--- config.mk ---
export PLATFORM = sky130hd
export DESIGN_NAME = fir_decim_filter
export DESIGN_NICKNAME = d
export VERILOG_FILES = /design/src/rtl/fir_decim_filter_pkg.sv /design/src/rtl/fir_round_sat.sv /design/src/rtl/fir_decim_filter.sv
export SDC_FILE = /design/constraint.sdc
export NUM_CORES = 2
export LEC_CHECK = 0
export BUFFER_PORTS_ARGS = -buffer_cell sky130_fd_sc_hd__buf_2
export CAP_MARGIN = 10
export CORE_MARGIN = 10
export CORE_UTILIZATION = 59
export CTS_CLUSTER_DIAMETER = 200
export DETAILED_ROUTE_END_ITERATION = 8
export PLACE_DENSITY = 0.75
export SYNTH_ARGS = -nofsm -noshare
export SYNTH_HDL_FRONTEND = slang
export SYNTH_SLANG_ARGS = --single-unit
--- constraint.sdc ---
create_clock -name clk -period 7.15 [get_ports clk]
set_input_delay 0.3575 -clock clk [delete_from_list [all_inputs] [get_ports clk]]
set_output_delay 0.3575 -clock clk [all_outputs]
set_load 0.05 [all_outputs]
--- src/rtl/fir_decim_filter_pkg.sv ---
// Shared FMCW filter definitions: accumulator sizing, FSM encoding, round/saturate helpers.
// Pure declarations, no timing or flow control of its own.
package fir_decim_filter_pkg;

  typedef enum logic [1:0] {
    ST_IDLE = 2'd0,
    ST_MAC  = 2'd1,
    ST_OUT  = 2'd2
  } fir_state_t;

  // Full-precision accumulator: one product plus log2(taps) bits of sum growth.
  function automatic int fir_acc_w(input int data_w, input int coef_w, input int num_taps);
    return data_w + coef_w + $clog2(num_taps);
  endfunction

  // Bit position of the half-LSB bias added before the shift (unused when shift == 0).
  function automatic int round_pos(input int shift);
    return (shift > 0) ? shift - 1 : 0;
  endfunction

  // Width wide enough to hold both the shifted accumulator and the output limits.
  function automatic int sat_w(input int acc_w, input int out_w);
    return (acc_w + 1 > out_w) ? acc_w + 1 : out_w;
  endfunction

endpackage

--- src/rtl/fir_round_sat.sv ---
// Round-half-up arithmetic right shift followed by saturation to OUT_W signed.
// Combinational, zero latency; no flow control.
module fir_round_sat
  import fir_decim_filter_pkg::*;
#(
  parameter int ACC_W = 37,
  parameter int SHIFT = 12,
  parameter int OUT_W = 28
) (
  input  logic signed [ACC_W-1:0] acc,
  output logic signed [OUT_W-1:0] y
);

  localparam int SW = sat_w(ACC_W, OUT_W);
  localparam logic signed [ACC_W:0] BIAS =
    (SHIFT > 0) ? ((ACC_W+1)'(1) << round_pos(SHIFT)) : '0;
  localparam logic signed [SW-1:0] SAT_MAX = (SW'(1) << (OUT_W - 1)) - SW'(1);
  localparam logic signed [SW-1:0] SAT_MIN = ~SAT_MAX;

  logic signed [ACC_W:0] biased;
  logic signed [ACC_W:0] shifted;
  logic signed [SW-1:0]  wide;

  // One extra bit so the bias can never wrap a near-full-scale accumulator.
  always_comb begin
    biased  = {acc[ACC_W-1], acc} + BIAS;
    shifted = biased >>> SHIFT;
    wide    = SW'(shifted);
    if (wide > SAT_MAX) begin
      y = SAT_MAX[OUT_W-1:0];
    end else if (wide < SAT_MIN) begin
      y = SAT_MIN[OUT_W-1:0];
    end else begin
      y = wide[OUT_W-1:0];
    end
  end

endmodule

--- src/rtl/fir_decim_filter.sv ---
// Decimating FIR with runtime coefficients and one time-shared MAC.
// Output NUM_TAPS+2 cycles after every DECIM-th sample; strobes outside IDLE are dropped and flagged.
module fir_decim_filter
  import fir_decim_filter_pkg::*;
#(
  parameter int DATA_W   = 16,
  parameter int COEF_W   = 16,
  parameter int NUM_TAPS = 32,
  parameter int DECIM    = 4,
  parameter int SHIFT    = 12,
  parameter int OUT_W    = 28
) (
  input  logic                        clk,
  input  logic                        rst_n,
  input  logic                        ready,
  input  logic signed [DATA_W-1:0]    mix_data,
  output logic                        in_ready,
  input  logic                        flush,
  input  logic                        coef_we,
  input  logic [$clog2(NUM_TAPS)-1:0] coef_addr,
  input  logic signed [COEF_W-1:0]    coef_data,
  output logic                        coef_err,
  output logic signed [OUT_W-1:0]     fir_data,
  output logic                        valid,
  output logic                        overflow
);

  localparam int ACC_W  = fir_acc_w(DATA_W, COEF_W, NUM_TAPS);
  localparam int AW     = $clog2(NUM_TAPS);
  localparam int PW     = (DECIM > 1) ? $clog2(DECIM) : 1;
  localparam int CW     = $clog2(NUM_TAPS + 1);
  localparam int PROD_W = DATA_W + COEF_W;

  localparam logic [AW-1:0]         LAST_IDX = AW'(NUM_TAPS - 1);
  localparam logic [PW-1:0]         LAST_PH  = PW'(DECIM - 1);
  localparam logic [CW-1:0]         MAC_END  = CW'(NUM_TAPS);
  localparam logic signed [COEF_W-1:0] C0_RST = COEF_W'(1) << SHIFT;

  fir_state_t state, state_nxt;

  logic signed [DATA_W-1:0] dline [NUM_TAPS];
  logic signed [COEF_W-1:0] coef  [NUM_TAPS];
  logic [AW-1:0]            wptr;
  logic [AW-1:0]            rd_idx;
  logic [PW-1:0]            phase;
  logic [CW-1:0]            mac_cnt;
  logic signed [DATA_W-1:0] op_x;
  logic signed [COEF_W-1:0] op_c;
  logic                     op_vld;
  logic signed [PROD_W-1:0] prod;
  logic signed [ACC_W-1:0]  acc;
  logic signed [OUT_W-1:0]  y_rs;
  logic                     accept;
  logic                     drop;
  logic                     last_phase;
  logic                     start_mac;
  logic                     mac_rd;
  logic                     coef_ok;

  // Flush outranks a coincident strobe: the sample vanishes without counting as a drop.
  assign accept     = ready && !flush && (state == ST_IDLE);
  assign drop       = ready && !flush && (state != ST_IDLE);
  assign last_phase = (phase == LAST_PH);
  assign start_mac  = accept && last_phase;
  assign coef_ok    = coef_we && (state == ST_IDLE) && (int'(coef_addr) < NUM_TAPS);

  always_ff @(posedge clk or negedge rst_n) begin
    if (!rst_n) begin
      state <= ST_IDLE;
    end else begin
      state <= state_nxt;
    end
  end

  always_comb begin
    state_nxt = state;
    if (flush) begin
      state_nxt = ST_IDLE;
    end else begin
      case (state)
        ST_IDLE: if (start_mac) state_nxt = ST_MAC;
        ST_MAC:  if (mac_cnt == MAC_END) state_nxt = ST_OUT;
        ST_OUT:  state_nxt = ST_IDLE;
        default: state_nxt = ST_IDLE;
      endcase
    end
  end

  always_comb begin
    in_ready = (state == ST_IDLE);
    mac_rd   = (state == ST_MAC) && (mac_cnt != MAC_END);
  end

  always_ff @(posedge clk or negedge rst_n) begin
    if (!rst_n) begin
      for (int i = 0; i < NUM_TAPS; i++) dline[i] <= '0;
      wptr     <= '0;
      phase    <= '0;
      overflow <= 1'b0;
    end else if (flush) begin
      for (int i = 0; i < NUM_TAPS; i++) dline[i] <= '0;
      wptr     <= '0;
      phase    <= '0;
      overflow <= 1'b0;
    end else begin
      if (accept) begin
        dline[wptr] <= mix_data;
        wptr        <= (wptr == LAST_IDX) ? '0 : wptr + 1'b1;
        phase       <= last_phase ? '0 : phase + 1'b1;
      end
      if (drop) overflow <= 1'b1;
    end
  end

  always_ff @(posedge clk or negedge rst_n) begin
    if (!rst_n) begin
      for (int i = 0; i < NUM_TAPS; i++) coef[i] <= '0;
      coef[0]  <= C0_RST;
      coef_err <= 1'b0;
    end else begin
      if (coef_ok) coef[coef_addr] <= coef_data;
      coef_err <= coef_we && !coef_ok;
    end
  end

  assign prod = PROD_W'(op_x) * PROD_W'(op_c);

  // Walk backwards from the sample just written; operands are registered, so the
  // last product lands in the accumulator one cycle after the final read.
  always_ff @(posedge clk or negedge rst_n) begin
    if (!rst_n) begin
      mac_cnt <= '0;
      rd_idx  <= '0;
      op_x    <= '0;
      op_c    <= '0;
      op_vld  <= 1'b0;
      acc     <= '0;
    end else if (flush) begin
      mac_cnt <= '0;
      op_vld  <= 1'b0;
    end else begin
      op_vld <= 1'b0;
      if (start_mac) begin
        mac_cnt <= '0;
        rd_idx  <= wptr;
        acc     <= '0;
      end else if (mac_rd) begin
        op_x    <= dline[rd_idx];
        op_c    <= coef[mac_cnt[AW-1:0]];
        op_vld  <= 1'b1;
        rd_idx  <= (rd_idx == '0) ? LAST_IDX : rd_idx - 1'b1;
        mac_cnt <= mac_cnt + 1'b1;
      end
      if (op_vld) acc <= acc + ACC_W'(prod);
    end
  end

  fir_round_sat #(
    .ACC_W(ACC_W),
    .SHIFT(SHIFT),
    .OUT_W(OUT_W)
  ) u_round_sat (
    .acc(acc),
    .y  (y_rs)
  );

  always_ff @(posedge clk or negedge rst_n) begin
    if (!rst_n) begin
      fir_data <= '0;
      valid    <= 1'b0;
    end else begin
      valid <= (state == ST_OUT) && !flush;
      if ((state == ST_OUT) && !flush) fir_data <= y_rs;
    end
  end

endmodule

Word level (Yosys, flattened, before mapping)
Cells that the tools add are included.
Widths: inputs -> output; s select.
{ "totals": {"regBits": 1145, "latchBits": 0, "mem_bits_rw": 0, "mem_bits_ro": 0, "in_bits": 42, "output_inout_bits": 32, "elab_cells": 169, "memories": 0} }
{ "classes": {"n_addsub": 6, "n_mul": 1, "div": 0, "magnitude_cmp": 8, "eq_ne": 8, "n_shift": 0, "mux": 39, "bitwise_logic": 6, "n_reduce_logical": 24} }
{ "ops": {"columns": ["cell", "count"], "rows": [
  ["$bwmux 512", 2],
  ["$mux 512", 2],
  ["$bmux 16 s5", 2],
  ["$demux 16 s5", 2],
  ["$mux 16", 6],
  ["$mux 37", 2],
  ["$mux 28", 2],
  ["$add 37x13->38 const B", 1],
  ["$add 37x32->37", 1],
  ["$mul 16x16->32", 1],
  ["$mux 5", 6],
  ["$gt 26x28->1 const B", 1],
  ["$lt 26x28->1 const B", 1],
  ["$ge 6x6->1 const B", 4],
  ["$not 5->6", 4],
  ["$mux 6", 3],
  ["$lt 6x1->1 const B", 2],
  ["$mux 2", 6],
  ["$logic_and 1x1->1", 10],
  ["$reduce_bool 2->1", 5],
  ["$add 6x1->6 const B", 1],
  ["$eq 6x6->1 const B", 1],
  ["$ne 6x6->1 const B", 1],
  ["$reduce_and 2->1", 3],
  ["other kinds (16)", 23]
]} }

Logic depth before layout (Yosys ltp)
{ "depth": {"depth_word": 8, "mapped_depth": 24, "mapped_depth_nobuf": 22} }

By module
A second synthesis with hierarchy kept.
{ "unflattened": {"hier_cells": 5675, "area_unflattened_um2": 64421.8} }
{ "by_module_without_submodules": {"columns": ["module", "instances", "cells_per_inst", "area_per_inst_um2", "seq_area_each_um2"], "rows": [
  ["fir_decim_filter", 1, 5600, 63883.8, 28653.7],
  ["fir_round_sat", 1, 75, 538.0, 0.0]
]} }

Least setup slack after synthesis
Ideal clock, no wire load.
{ "synth_path": {"path_type": "reg-to-reg", "startpoint": "register op_x[15]", "endpoint": "register acc[36]", "setup_ns": 0.130, "t_arrival_ns": 6.331, "required_ns": 7.020, "path_slack_ns": 0.689, "stages_incl_launch_ff": 24, "n_path_buf": 2, "period_less_slack_ns": 6.461, "cell_sequence": "dfrtp_1 clkbuf_1 clkbuf_1 nand2_1 fa_1 inv_1 fa_1 inv_1 fa_1 inv_1 fa_1 fa_1 inv_1 fa_1 inv_1 ha_1 and4_1 and3_2 and3_1 o2111ai_1 and4_1 o41a_1 xnor2_1 o21ai_1"} }
{ "synth_between": {"elab_chain_len": 3} }
{ "synth_rtl": {"columns": ["item", "line_no", "source"], "rows": [
  ["start: declaration", "fir_decim_filter.sv:47", "logic signed [DATA_W-1:0] op_x;"],
  ["start signal: assignment", "fir_decim_filter.sv:148", "op_x <= dline[rd_idx];"],
  ["$mul 16x16->32", "fir_decim_filter.sv:126", "assign prod = PROD_W'(op_x) * PROD_W'(op_c);"],
  ["$add 37x32->37", "fir_decim_filter.sv:154", "if (op_vld) acc <= acc + ACC_W'(prod);"],
  ["$mux 37", "fir_decim_filter.sv:154", null],
  ["end signal: assignment", "fir_decim_filter.sv:154", null],
  ["end: declaration", "fir_decim_filter.sv:51", "logic signed [ACC_W-1:0] acc;"]
]} }
No other way between the ends.
A chain may end at the register's enable or synchronous reset.

Final worst setup path
{ "layout_path": {"startpoint": "register op_c[1]", "endpoint": "register acc[36]"} }
{ "layout_between": {"elab_chain_len": 3} }
{ "layout_rtl": {"columns": ["item", "line_no", "source"], "rows": [
  ["start: declaration", "fir_decim_filter.sv:48", "logic signed [COEF_W-1:0] op_c;"],
  ["start signal: assignment", "fir_decim_filter.sv:149", "op_c <= coef[mac_cnt[AW-1:0]];"],
  ["$mul 16x16->32", "fir_decim_filter.sv:126", null],
  ["$add 37x32->37", "fir_decim_filter.sv:154", null],
  ["$mux 37", "fir_decim_filter.sv:154", null]
]} }
No other way between the ends.

==> impl_metrics.toml <==
[run_status]
run_status = "complete, no violations"

[clock_tree]
clockRootBuffer = "clkbuf_16"
cts-buffers-inserted = 116
clk_pin_slew_worst_paths_ps = 60
cts_tree = "yes"
post-cts-setup-buffer-count = 0
ctsLongestPathBuffers = 3
clk_latency_ps = 740
clock-sinks = 1144
cts.htree.levels = 3

[sta]
fin_skew_ps = 42.88
min_period_ps = 6654
setup_viol = 0
final.setup.tns_ps = 0
fmax_mhz = 150.3
rsz0062_at_grt = "no"
finalHoldViolCount = 0
post-route-period-util = 0.9306
worst_pin_slew_ps = 1249
whs_ps = 79.62
maxSlewViolCount = 0
slew_headroom = 0.1667

[finish]
stdcell_area_mm2 = 0.06977
drive_gt1_frac = 0.2211
mostFrequentLayoutCells = "nand2_1 (1,326), dfrtp_1 (1,136), a21oi_1 (547), mux2_2 (514), inv_1 (369)"
final_util = 0.6427
layout.nets = 6049
mostFrequentLayoutCell = "nand2_1"
area_growth_pct = 8.573

[setup_path]
path_buf_inv = 5
critPathCaptureType = "register"
worstPathMaxFanout = 17
cpMostUsedCell = "fa_1"
criticalPathCategory = "reg -> reg"
crit_chain = "nand2_1, inv_1, fa_1, fa_1, inv_1, fa_1, inv_1, fa_1, fa_1, inv_1, fa_1, inv_1, ha_1, and4_1, and3_2, and3_1, o2111ai_1, and4_1, o41a_1, xnor2_1, o21ai_1"
cpLargestDelayFamily = "adder cells"
cpPeakStageDelay_ps = 680
reg2regPathDepth = 21
crit_arrival_ps = 7230
worstReg2RegEnd = "acc[36]$_DFFE_PN0P_"
crit_slowest_cell = "dfrtp_1"
start_kind = "register"
worstPathRequired_ps = 7730
reg2reg_slack_ps = 500
regToRegStartpoint = "op_c[1]$_DFFE_PN0P_"

[pwr]
p_total_uw = 27850
peakVddDrop_mv = 0.6026
total_leakage_power_uw = 0.03104
pwr_density_cell_mw_per_mm2 = 399.1

[logic_synthesis]
netlist_area_mm2 = 0.06426
syn_nets = 6174
synth_cells = 5695
synthFlopType = "dfrtp_1"
ys_seq_area_frac = 0.4455
synth_edf_count = 0
async_flop_share = 1.000
postSynthAreaPerCell_um2 = 11.28
ys_types = 72
ys_ff_latch = 1144
yosysWarningCount = 0

[min_path]
min_to = "overflow$_DFFE_PN0P_"
min_from = "flush"
worstHoldPathCells = 2
hold_path_class = "in -> reg"

[global_route]
antenna_found_initial = 5
grt_pass1_vias = 44890
grt_pass1_wl_mm = 258.3
grt_max_degree = 231
grt_use_total = 0.2687
grt-ovfl-total = 0

[job]
maxCapViolCount = 0

[routing]
num_vias = 43390
antenna_left = 0
wl_per_cell_um = 22.86
wirelength_mm = 162.0
drc = 0
drt_first_pass_iters = 8
drt_iter0_markers = 4490
vias_per_cell = 6.122

[die]
initial_utilization = 0.5920
core_mm2 = 0.1086
dieHeight_um = 350.0
ios = 74
dieArea_mm2 = 0.1225
chipWidth_um = 350.0
fp-row-count = 121

[placed_design]
place_area_mm2 = 0.06561
place_congestion = 0.8994
dp.final_hpwl_mm = 103.0
numPortBuffers = 73
## worst max path at each step
stage / from / to / cells after the start
global route: op_c[1]$_DFFE_PN0P_ / acc[36]$_DFFE_PN0P_ / 21
global placement: op_c[1]$_DFFE_PN0P_ / acc[36]$_DFFE_PN0P_ / 21
CTS: op_c[1]$_DFFE_PN0P_ / acc[36]$_DFFE_PN0P_ / 21
detailed placement: op_c[1]$_DFFE_PN0P_ / acc[36]$_DFFE_PN0P_ / 21
finish: op_c[1]$_DFFE_PN0P_ / acc[36]$_DFFE_PN0P_ / 21
floorplan: op_x[15]$_DFFE_PN0P_ / acc[36]$_DFFE_PN0P_ / 23
## metrics by stage
stage	cells	setup WS (ps)
finish	7087	496.2
global route	7087	229.0
CTS	7085	542.9
detailed placement	6863	539.9
global placement	6863	637.6
floorplan	5695	688.6
## cells by family after synthesis
kind of cell    synth area share
buf+inv                  0.04776
mux                       0.2075
flops                     0.4455
fa+ha+maj                 0.1222
compound gates           0.06028
simple gates              0.1085
xor+xnor                0.008178
## routing by layer
metal  GRT usage  share of wire  vias to the layer above
met5           0        0.00025                        -
met4     0.09170          0.032                        6
met3     0.06424          0.093                      362
met2      0.4174           0.47                     1809
met1      0.3729           0.41                    22280
li1            -              -                    18930
## sequential cells by signal (all words and copies together) (netlist names)
| signal | count |
|---|---|
| phase | 2 |
| coef_err | 1 |
| mac_cnt | 6 |
| valid | 1 |
| wptr | 5 |
| op_x | 16 |
| coef | 512 |
| state | 2 |
| op_c | 16 |
| overflow | 1 |
| op_vld | 1 |
| dline | 512 |
| rd_idx | 5 |
| fir_data | 27 |
| acc | 37 |
## report_power, final
group | leakage (uW) | switching [uW] | internal, uW | total, uW
sequential | 0.0153 | 734 | 7180 | 7910
clock | 0.00203 | 2740 | 3730 | 6470
combinational | 0.0137 | 7610 | 5850 | 13500
## cell usage after synthesis (36+ instances only)
| library cell | count | share of area |
|---|---|---|
| o21ai_1 | 43 | 0.0033 |
| ha_1 | 119 | 0.023 |
| mux4_2 | 320 | 0.11 |
| nand3_1 | 36 | 0.0028 |
| and2_1 | 117 | 0.011 |
| nor2_1 | 90 | 0.0053 |
| inv_1 | 369 | 0.022 |
| fa_1 | 318 | 0.099 |
| nand2_1 | 1326 | 0.077 |
| mux2_2 | 514 | 0.090 |
| dfrtp_1 | 1143 | 0.45 |
| o21ai_0 | 67 | 0.0052 |
| a21oi_1 | 547 | 0.043 |
| buf_2 | 86 | 0.0067 |
| clkbuf_1 | 294 | 0.017 |
## repair_timing
item | 4_1_cts | 5_1_grt
hold buffers | 3 | 0
endpoints found under the hold margin | 70 | 0
gates resized for setup | 0 | 0
## cell type report
cell class	count	area, um^2
inverters	370	1389
multi-input cells	3769	32610
well taps	1414	1769
clock inverters	49	678.2
clock buffers	170	3446
fillers	8006	38780
diodes	2	5.005
flip-flops and latches	1144	28650
repair buffers	169	1226
(Power assumes the default switching activity.)
